--- config.mk ---
export PLATFORM = sky130hd
export DESIGN_NAME = rdoq_scan_sequencer_flat
export DESIGN_NICKNAME = d
export VERILOG_FILES = /design/src/rtl/rdoq_pkg.sv /design/src/rtl/rdoq_scan_sequencer_if.sv /design/src/rtl/rdoq_done_watchdog.sv /design/src/rtl/rdoq_scan_sequencer.sv /design/src/flat_wrapper.sv
export SDC_FILE = /design/constraint.sdc
export NUM_CORES = 1
export LEC_CHECK = 0
export CORE_ASPECT_RATIO = 1.1
export CORE_MARGIN = 3
export CORE_UTILIZATION = 43
export CTS_CLUSTER_DIAMETER = 50
export CTS_CLUSTER_SIZE = 25
export DETAILED_ROUTE_END_ITERATION = 10
export PLACE_DENSITY = 0.77
export SKIP_LAST_GASP = 1
export SYNTH_ARGS = -nofsm -noshare
export SYNTH_HDL_FRONTEND = slang
export SYNTH_SLANG_ARGS = --single-unit
--- constraint.sdc ---
create_clock -name clk -period 3.12 [get_ports clk]
set_input_delay 0.624 -clock clk [delete_from_list [all_inputs] [get_ports clk]]
set_output_delay 0.624 -clock clk [all_outputs]
set_load 0.02 [all_outputs]
--- src/rtl/rdoq_pkg.sv ---
// Shared definitions for the RDOQ scan sequencer: FSM state type and default widths.
package rdoq_pkg;

    typedef enum logic [2:0] {
        ST_IDLE = 3'd0,
        ST_REQ  = 3'd1,
        ST_UPD  = 3'd2,
        ST_WAIT = 3'd3,
        ST_ERR  = 3'd4
    } seq_state_t;

    localparam int unsigned CG_LOG2          = 4;
    localparam int unsigned SCAN_W_DEF       = 10;
    localparam int unsigned GR_WIDTH_DEF     = 3;
    localparam int unsigned LVL_W_DEF        = 16;
    localparam int unsigned DONE_TIMEOUT_DEF = 4;
    localparam int unsigned CSM_POS_W        = 16;

endpackage

--- src/rtl/rdoq_scan_sequencer_if.sv ---
// Level-selector and context-manager handshakes of the RDOQ scan sequencer.
interface rdoq_scan_sequencer_if #(
    parameter int unsigned SCAN_W   = rdoq_pkg::SCAN_W_DEF,
    parameter int unsigned GR_WIDTH = rdoq_pkg::GR_WIDTH_DEF,
    parameter int unsigned LVL_W    = rdoq_pkg::LVL_W_DEF
);
    import rdoq_pkg::*;

    logic                 lvl_req;
    logic [SCAN_W-1:0]    lvl_pos;
    logic                 lvl_valid;
    logic [LVL_W-1:0]     lvl_value;

    logic                 csm_start;
    logic [LVL_W-1:0]     csm_level;
    logic [CSM_POS_W-1:0] csm_scan_pos;
    logic                 csm_cg_boundary;
    logic [GR_WIDTH-1:0]  csm_init_gr;
    logic                 csm_done;

    modport master (
        output lvl_req, lvl_pos,
        input  lvl_valid, lvl_value,
        output csm_start, csm_level, csm_scan_pos, csm_cg_boundary, csm_init_gr,
        input  csm_done
    );

    modport slave (
        input  lvl_req, lvl_pos,
        output lvl_valid, lvl_value,
        input  csm_start, csm_level, csm_scan_pos, csm_cg_boundary, csm_init_gr,
        output csm_done
    );

endinterface

--- src/rtl/rdoq_done_watchdog.sv ---
// Loadable down-counter; expired is high while the count sits at zero.
module rdoq_done_watchdog #(
    parameter int unsigned CNT_W = 3
) (
    input  logic             clk,
    input  logic             rst_n,
    input  logic             load,
    input  logic             en,
    input  logic [CNT_W-1:0] load_val,
    output logic             expired
);
    import rdoq_pkg::*;

    logic [CNT_W-1:0] cnt;

    always_ff @(posedge clk or negedge rst_n) begin
        if (!rst_n) begin
            cnt <= '0;
        end else if (load) begin
            cnt <= load_val;
        end else if (en && (cnt != '0)) begin
            cnt <= cnt - 1'b1;
        end
    end

    assign expired = (cnt == '0);

endmodule

--- src/rtl/rdoq_scan_sequencer.sv ---
// Walks the RDOQ scan from last_pos down to 0: fetch level, pulse the context
// manager, wait for its done, then advance.
module rdoq_scan_sequencer #(
    parameter int unsigned SCAN_W       = rdoq_pkg::SCAN_W_DEF,
    parameter int unsigned CG_LOG2      = rdoq_pkg::CG_LOG2,
    parameter int unsigned GR_WIDTH     = rdoq_pkg::GR_WIDTH_DEF,
    parameter int unsigned LVL_W        = rdoq_pkg::LVL_W_DEF,
    parameter int unsigned DONE_TIMEOUT = rdoq_pkg::DONE_TIMEOUT_DEF
) (
    input  logic                   clk,
    input  logic                   rst_n,
    input  logic                   blk_start,
    input  logic [SCAN_W-1:0]      last_pos,
    input  logic [GR_WIDTH-1:0]    init_gr,
    input  logic                   abort,
    rdoq_scan_sequencer_if.master  bus,
    output logic                   busy,
    output logic                   cg_done,
    output logic                   blk_done,
    output logic [SCAN_W:0]        nz_count,
    output logic                   err
);
    import rdoq_pkg::*;

    localparam int unsigned WD_W = $clog2(DONE_TIMEOUT + 1);

    seq_state_t          state;
    logic [SCAN_W-1:0]   pos;
    logic [GR_WIDTH-1:0] gr;
    logic [LVL_W-1:0]    level_q;
    logic                cg_bnd_q;
    logic                cg_first;
    logic                wd_expired;

    assign cg_first = (pos[CG_LOG2-1:0] == '0) && (pos != '0);

    // Loaded with DONE_TIMEOUT-1 so that done is still honoured in the
    // DONE_TIMEOUT-th WAIT cycle, the one in which the counter reads zero.
    rdoq_done_watchdog #(
        .CNT_W (WD_W)
    ) u_watchdog (
        .clk      (clk),
        .rst_n    (rst_n),
        .load     (state == ST_UPD),
        .en       (state == ST_WAIT),
        .load_val (WD_W'(DONE_TIMEOUT - 1)),
        .expired  (wd_expired)
    );

    always_ff @(posedge clk or negedge rst_n) begin
        if (!rst_n) begin
            state    <= ST_IDLE;
            pos      <= '0;
            gr       <= '0;
            level_q  <= '0;
            cg_bnd_q <= 1'b0;
            nz_count <= '0;
            err      <= 1'b0;
            cg_done  <= 1'b0;
            blk_done <= 1'b0;
        end else begin
            cg_done  <= 1'b0;
            blk_done <= 1'b0;
            if (abort) begin
                state <= ST_IDLE;
            end else begin
                case (state)
                    ST_IDLE: begin
                        if (blk_start) begin
                            pos      <= last_pos;
                            gr       <= init_gr;
                            nz_count <= '0;
                            err      <= 1'b0;
                            state    <= ST_REQ;
                        end
                    end
                    ST_REQ: begin
                        if (bus.lvl_valid) begin
                            level_q  <= bus.lvl_value;
                            cg_bnd_q <= cg_first;
                            if (bus.lvl_value != '0) begin
                                nz_count <= nz_count + 1'b1;
                            end
                            state <= ST_UPD;
                        end
                    end
                    ST_UPD: begin
                        state <= ST_WAIT;
                    end
                    ST_WAIT: begin
                        if (bus.csm_done) begin
                            if (pos == '0) begin
                                blk_done <= 1'b1;
                                state    <= ST_IDLE;
                            end else begin
                                cg_done <= cg_bnd_q;
                                pos     <= pos - 1'b1;
                                state   <= ST_REQ;
                            end
                        end else if (wd_expired) begin
                            err   <= 1'b1;
                            state <= ST_ERR;
                        end
                    end
                    ST_ERR: begin
                        state <= ST_ERR;
                    end
                    default: begin
                        state <= ST_IDLE;
                    end
                endcase
            end
        end
    end

    assign busy                = (state != ST_IDLE);
    assign bus.lvl_req         = (state == ST_REQ);
    assign bus.lvl_pos         = pos;
    assign bus.csm_start       = (state == ST_UPD);
    assign bus.csm_level       = level_q;
    assign bus.csm_scan_pos    = CSM_POS_W'(pos);
    assign bus.csm_cg_boundary = cg_bnd_q;
    assign bus.csm_init_gr     = gr;

endmodule

--- src/flat_wrapper.sv ---
// flat-port wrapper written by rule: the top's interface ports become plain ports
module rdoq_scan_sequencer_flat import rdoq_pkg::*;
#(
    parameter int unsigned SCAN_W       = rdoq_pkg::SCAN_W_DEF,
    parameter int unsigned CG_LOG2      = rdoq_pkg::CG_LOG2,
    parameter int unsigned GR_WIDTH     = rdoq_pkg::GR_WIDTH_DEF,
    parameter int unsigned LVL_W        = rdoq_pkg::LVL_W_DEF,
    parameter int unsigned DONE_TIMEOUT = rdoq_pkg::DONE_TIMEOUT_DEF
)
  (clk, rst_n, blk_start, last_pos, init_gr, abort, busy, cg_done, blk_done, nz_count, err, bus_lvl_req, bus_lvl_pos, bus_lvl_valid, bus_lvl_value, bus_csm_start, bus_csm_level, bus_csm_scan_pos, bus_csm_cg_boundary, bus_csm_init_gr, bus_csm_done);
  rdoq_scan_sequencer_if #(.SCAN_W(SCAN_W), .GR_WIDTH(GR_WIDTH), .LVL_W(LVL_W)) bus_i ();
  input  logic clk;
  input  logic rst_n;
  input  logic blk_start;
  input  logic [SCAN_W-1:0] last_pos;
  input  logic [GR_WIDTH-1:0] init_gr;
  input  logic abort;
  output logic busy;
  output logic cg_done;
  output logic blk_done;
  output logic [SCAN_W:0] nz_count;
  output logic err;
  output wire logic [$bits(bus_i.lvl_req)-1:0] bus_lvl_req;
  output wire logic [$bits(bus_i.lvl_pos)-1:0] bus_lvl_pos;
  input wire logic [$bits(bus_i.lvl_valid)-1:0] bus_lvl_valid;
  input wire logic [$bits(bus_i.lvl_value)-1:0] bus_lvl_value;
  output wire logic [$bits(bus_i.csm_start)-1:0] bus_csm_start;
  output wire logic [$bits(bus_i.csm_level)-1:0] bus_csm_level;
  output wire logic [$bits(bus_i.csm_scan_pos)-1:0] bus_csm_scan_pos;
  output wire logic [$bits(bus_i.csm_cg_boundary)-1:0] bus_csm_cg_boundary;
  output wire logic [$bits(bus_i.csm_init_gr)-1:0] bus_csm_init_gr;
  input wire logic [$bits(bus_i.csm_done)-1:0] bus_csm_done;
  assign bus_lvl_req = bus_i.lvl_req;
  assign bus_lvl_pos = bus_i.lvl_pos;
  assign bus_i.lvl_valid = bus_lvl_valid;
  assign bus_i.lvl_value = bus_lvl_value;
  assign bus_csm_start = bus_i.csm_start;
  assign bus_csm_level = bus_i.csm_level;
  assign bus_csm_scan_pos = bus_i.csm_scan_pos;
  assign bus_csm_cg_boundary = bus_i.csm_cg_boundary;
  assign bus_csm_init_gr = bus_i.csm_init_gr;
  assign bus_i.csm_done = bus_csm_done;
  rdoq_scan_sequencer #(.SCAN_W(SCAN_W), .CG_LOG2(CG_LOG2), .GR_WIDTH(GR_WIDTH), .LVL_W(LVL_W), .DONE_TIMEOUT(DONE_TIMEOUT)) u_core (.clk(clk), .rst_n(rst_n), .blk_start(blk_start), .last_pos(last_pos), .init_gr(init_gr), .abort(abort), .bus(bus_i), .busy(busy), .cg_done(cg_done), .blk_done(blk_done), .nz_count(nz_count), .err(err));
endmodule
==> results of run 1 <==
[registers in the layout (all words and copies together) (netlist names)]
register and count:
u_core.blk_done 1, u_core.bus.csm_init_gr 3, u_core.bus.lvl_pos 10, u_core.bus.csm_cg_boundary 1, u_core.cg_done 1, u_core.u_watchdog.cnt 3, u_core.err 1, u_core.bus.csm_level 16
u_core.nz_count 11, u_core.state 3
[through the flow]
stage	std cells	hold slack [ps]	power (mW)
detailed placement	415	493	2.25
CTS	423	318	2.63
global placement	415	486	2.23
global route	423	327	2.76
finish	423	305	2.60
floorplan	275	328	1.70
[worst max path at each step]
stage                                       from                                 to  slack [ps]  cells after the start
6_report             u_core.state[0]$_DFFE_PN0P_                        bus_lvl_req         530                      2
4_1_cts              u_core.state[0]$_DFFE_PN0P_                        bus_lvl_req         520                      2
5_1_grt        u_core.bus.lvl_pos[0]$_DFFE_PN0P_  u_core.bus.lvl_pos[1]$_DFFE_PN0P_         420                      6
2_1_floorplan  u_core.bus.lvl_pos[0]$_DFFE_PN0P_  u_core.bus.lvl_pos[1]$_DFFE_PN0P_         830                      6
3_5_place_dp   u_core.bus.lvl_pos[0]$_DFFE_PN0P_  u_core.bus.lvl_pos[1]$_DFFE_PN0P_         570                      6
3_3_place_gp                    bus_lvl_value[9]     u_core.nz_count[1]$_DFFE_PN0P_         650                      5
[routing by layer]
metal	global-route usage (%)	vias up	wire length (microns)	share of wire [%]
li1	-	1122	-	-
met1	25.4	1141	2920	43
met2	29.7	76	3360	50
met3	4.00	8	347	5.1
met4	6.93	0	114	1.7
met5	0	-	0	0
[final cells by class]
type / instances / area share, %
flip-flops and latches: 50 / 33.8
multi-input cells: 183 / 35.0
repair buffers: 95 / 25.3
inverters: 10 / 1.01
clock buffers: 6 / 1.96
clock inverters: 2 / 0.371
well taps: 77 / 2.60
[power breakdown]
part           internal [mW]  switching [mW]
Clock                  0.159           0.207
Combinational          0.619           0.599
Sequential             0.834           0.183
[layout by cell type (no fill, tap or decap), types with 3 or more instances in the layout]
| cell | netlist | final |
|---|---|---|
| nor4_1 | 7 | 7 |
| a2111oi_0 | 3 | 3 |
| conb_1 | 1 | 6 |
| a21oi_1 | 6 | 6 |
| o31ai_1 | 4 | 4 |
| nand3_1 | 4 | 4 |
| inv_1 | 10 | 10 |
| mux2_2 | 19 | 19 |
| o22a_1 | 4 | 4 |
| a22oi_1 | 4 | 4 |
| nor2_1 | 10 | 10 |
| o21ai_0 | 7 | 7 |
| ha_1 | 5 | 5 |
| o211ai_1 | 9 | 9 |
| a31oi_1 | 3 | 3 |
| buf_4 | 16 | 4 |
| o2bb2ai_1 | 6 | 6 |
| clkdlybuf4s50_1 | 0 | 90 |
| nand2b_1 | 7 | 7 |
| mux2i_1 | 6 | 6 |
| nor3_1 | 7 | 7 |
| or4_1 | 4 | 4 |
| nor3b_1 | 4 | 4 |
| nand2_1 | 25 | 25 |
| and4_1 | 3 | 3 |
| dfrtp_1 | 50 | 50 |
| clkbuf_8 | 0 | 5 |
[critical path, cell delays in order (launching register included)]
cell and delay, ps:
dfrtp_1 550, nor3b_1 440, clkdlybuf4s50_1 690
[synthesized netlist by cell type, types with 2 or more instances]
cell type / n
o22ai_1: 2
a31oi_1: 3
o22a_1: 4
a21o_1: 2
mux2_2: 19
nor4bb_1: 2
a22oi_1: 4
nand4_1: 2
clkbuf_1: 15
dfrtp_1: 50
or3b_2: 2
nor3_1: 7
nor3b_1: 4
inv_1: 10
and4_1: 3
and3_1: 2
a2111oi_0: 3
mux2i_1: 6
nand3_1: 4
ha_1: 5
o21ai_0: 7
nor2_1: 10
nand2b_1: 7
o2bb2ai_1: 6
o211ai_1: 9
or4_1: 4
buf_4: 16
or3_1: 2
nor4_1: 7
nand2_1: 25
o31ai_1: 4
a21oi_1: 6
[kinds of logic after synthesis]
| kind of cell | share of synthesized area [%] |
|---|---|
| xor gates and xnor gates | 0.637 |
| and+or+nand+nor | 17.6 |
| other | 0.136 |
| AOI/OAI and AO/OA | 15.3 |
| DFF | 45.5 |
| muxes | 10.5 |
| adders and majority gates | 2.28 |
| buffers and inverters | 7.97 |
==> run metrics, run 1 <==
Max Cap Viol 0; CTS Sinks 50; Synth top area share 45.5%; area of the multi-input gates 1300 sq um; post-route cell area 3700 sq um; cell accounting for the most synthesized area dfrtp_1; drt first pass iters 4; # diodes 0; first-pass GRT wire length 11200 microns; vias in the first global route 2318; critical path capture point type output port; number of synthesized flops with an enable pin 0; Worst EP required 2500 ps; Seq cells post-synth 50; hold crit path type input pin to asynchronous set/reset pin; Synth cell types 50; initial drt markers 92; clock slew seen by the registers of the worst setup and hold paths 90 ps; Avg Inst Size Synth 10.2 sq um; fin crit share 83.0%; Netlist Area Pre-Place 2750 sq um; minimum clock period 2590 ps; I/O Pins 98; initial antenna violation count 0; R2R Path End u_core.bus.lvl_pos[1]$_DFFE_PN0P_; htree depth 2; cts bufs inserted 5; total grt overflow 0; Setup Skew 9.18 ps; post-DP HPWL 5040 microns; Die W 82.2 microns; PortBufs 91; Initial Util 45.9%; DR DRC count 0; Routed wire per std cell 15.9 microns; Area Overhead vs Synth 34.8%; CTS tree yes; post-CTS sizing 0; crit start category register; Final Core Density 61.9%; DRT Wirelength 6740 microns; sequential-to-total area share from yosys stat 45.5%; fillers 523; row cnt 29; post-route ant nets 0; number of vias per cell 5.55; Max Slew Vio Count 0; GP Congestion 0.859; Die Span Y 89.9 microns; Syn Inst Count 270; Worst R2R Start u_core.bus.lvl_pos[0]$_DFFE_PN0P_; clk_lat worst skew 290 ps; RSZ-0062 raised after global routing false; VDD IR max 0.423 mV; Rel. slew slack 59.3%; cells taking the most area after synthesis dfrtp_1 46%, mux2_2 7.8%, buf_4 4.4%; asr flop ratio synth 100%; static leakage 1.52 nW; reg2reg setup slack 550 ps; hold_buf cts 0; share of cells above drive strength 1 11.0%; CTS max path bufs 2; PwrDens 702 nW/um^2; Setup WS pre-CTS 574 ps; Tot GR Track Use 18.9%; fmax 0.386 GHz; Final Setup Violations 0; nets 385; CP max FO 13; Yosys Warn Count 0; Crit Path Category register to output port; Placeable Area 5990 sq um; Post-CTS Setup Inserts 0; largest net degree at the start of global routing 27; top_reg_cell synth dfrtp_1; worst-margin pin slew 608 ps; setup slack after layout 531 ps; crit path DAT 1960 ps; reg2reg path depth 6; setup TNS 0 ps; die footprint 7390 sq um; vias after detailed routing 2347; FF/Latch Area 1250 sq um; Area after DPL 3620 sq um; Hold Violations, Final 0; CTS root buffer clkbuf_8; status finished, final reports clean
Note: power is estimated with default switching activity, not from simulation.
==> run 2, diff against run 1 <==
--- a/config.mk
+++ b/config.mk
@@ -7,7 +7,7 @@
 export LEC_CHECK = 0
 export CORE_ASPECT_RATIO = 1.1
 export CORE_MARGIN = 3
-export CORE_UTILIZATION = 43
+export CORE_UTILIZATION = 41
 export CTS_CLUSTER_DIAMETER = 50
 export CTS_CLUSTER_SIZE = 25
 export DETAILED_ROUTE_END_ITERATION = 10
==> constraint.sdc (replaced) <==
create_clock -name clk -period 2.1 [get_ports clk]
set_input_delay 0.42 -clock clk [delete_from_list [all_inputs] [get_ports clk]]
set_output_delay 0.42 -clock clk [all_outputs]
set_load 0.02 [all_outputs]
==> run metrics, run 2 (synthesized netlist as in run 1, its figures left out) <==
PortBufs 91 (unchanged); Area after DPL 3820 sq um (+5.6%); total design power 3.99 mW (+54%); DRT Wirelength 6990 microns (+3.6%); VDD IR max 0.617 mV (+46%); most common cell after layout, fill and taps aside clkdlybuf4s50_1; clk_lat worst skew 300 ps (about the same); Post-CTS Setup Inserts 0 (unchanged); hold crit path type input pin to asynchronous set/reset pin; total placed cells including tap cells 440 (+6.0%); Initial Util 43.3% (-2.6 points); CTS Sinks 50 (unchanged); fillers 533 (+1.9%); worst-margin pin slew 636 ps (+27.5 ps); RSZ-0062 raised after global routing false; vias in the first global route 2292 (-1.1%); critical path capture point type output port; Worst R2R Start u_core.bus.lvl_pos[7]$_DFFE_PN0P_; Final Core Density 61.8% (-0.086 points); PwrDens 1020 nW/um^2 (+45%); Setup WS pre-CTS -268 ps (-842 ps); fin cells 448 (+5.9%); drt first pass iters 4 (unchanged); CTS max path bufs 2 (unchanged); status finished, final reports clean; Placeable Area 6340 sq um (+6.0%); number of vias per cell 5.33 (-4.0%); first-pass GRT wire length 11200 microns (-0.49%); post-route cell area 3920 sq um (+5.8%); CTS root buffer clkbuf_8; CP max FO 9 (-4); GP Congestion 0.841 (-2.1%); clock slew seen by the registers of the worst setup and hold paths 90 ps (about the same); area of the multi-input gates 1310 sq um (+0.87%); crit start category register; final hold slack 134 ps (-171 ps); FF/Latch Area 1260 sq um (+0.40%); CTS tree yes; row cnt 30 (+3.4%); max reg flops 16 (unchanged); crit path DAT 1610 ps (-350 ps); nets 407 (+5.7%); static leakage 1.66 nW (+8.9%); Worst EP required 1680 ps (-820 ps); Area Overhead vs Synth 42.6%; minimum clock period 2030 ps; initial antenna violation count 0 (unchanged); Final Setup Violations 0 (unchanged); largest net degree at the start of global routing 27 (unchanged); R2R Path End u_core.bus.lvl_pos[1]$_DFFE_PN0P_; Tot GR Track Use 17.6% (-1.3 points); Hold Violations, Final 0 (unchanged); setup slack after layout 65.9 ps (-465 ps); Die Span Y 91.9 microns (+2.3%); share of cells above drive strength 1 18.2% (+7.2 points); fmax 0.492 GHz; # diodes 0 (unchanged); Max Cap Viol 0 (unchanged); total grt overflow 0 (unchanged); post-DP HPWL 5320 microns (+5.6%); Die W 84.1 microns (+2.2%); initial drt markers 82 (-11%); reg2reg setup slack 70 ps (-480 ps); reg2reg path depth 4 (-2); Rel. slew slack 57.6% (-1.7 points); cts bufs inserted 5 (unchanged); htree depth 2 (unchanged); I/O Pins 98 (unchanged); DR DRC count 0 (unchanged); vias after detailed routing 2387 (+1.7%); fin crit share 96.9%; die footprint 7720 sq um (+4.5%); Max Slew Vio Count 0 (unchanged); most frequent cells in the layout 87 x clkdlybuf4s50_1, 46 x dfrtp_1, 25 x nand2_1; post-route ant nets 0 (unchanged); Setup Skew 7.94 ps (-1.24 ps); Crit Path Category register to output port; Routed wire per std cell 15.6 microns (-2.1%); setup TNS 0 ps (unchanged)
[run 2: layout make-up]
type / instances / share of cell area (%)
Inverter: 10 / 0.958
Clock buffer: 6 / 1.85
Clock inverter: 2 / 0.351
Multi-Input combinational cell: 183 / 33.4
Timing Repair Buffer: 117 / 28.9
Sequential cell: 50 / 32.0
Tap cell: 80 / 2.55
[run 2: per-layer routing]
metal  GRT usage (%)  wire (microns)  vias to the layer above
met4            4.42              67                        0
met2            29.7            3570                       58
met3            2.52             276                        5
met1            23.8            3070                     1161
li1                -               -                     1163
met5               0               0                        -
[run 2: critical path, cell delays in order, from the launching register on]
cell and delay (ps):
dfrtp_1 460, buf_4 190, or3_1 350, dlygate4sd2_1 320
[run 2: worst max path at each step]
stage / endpoint / from / cells after the start
5_1_grt: u_core.nz_count[8]$_DFFE_PN0P_ / bus_lvl_valid / 5
3_3_place_gp: u_core.nz_count[9]$_DFFE_PN0P_ / bus_lvl_valid / 5
3_5_place_dp: u_core.nz_count[9]$_DFFE_PN0P_ / bus_lvl_valid / 5
4_1_cts: bus_lvl_req / u_core.state[2]$_DFFE_PN0P_ / 2
6_report: busy / u_core.state[1]$_DFFE_PN0P_ / 3
2_1_floorplan: u_core.bus.lvl_pos[1]$_DFFE_PN0P_ / u_core.bus.lvl_pos[7]$_DFFE_PN0P_ / 4
[run 2: where the power goes]
group          switching, mW  total [mW]  leakage (nW)  internal (mW)
Clock                  0.322       0.557        0.0452          0.236
Combinational          0.960        1.97         0.986           1.01
Sequential             0.222        1.47         0.624           1.24
[run 2: repair_timing]
item                       4_1_cts  5_1_grt
setup endpoints to repair        3        6
resized for setup                3        6
hold buffers                     0        0
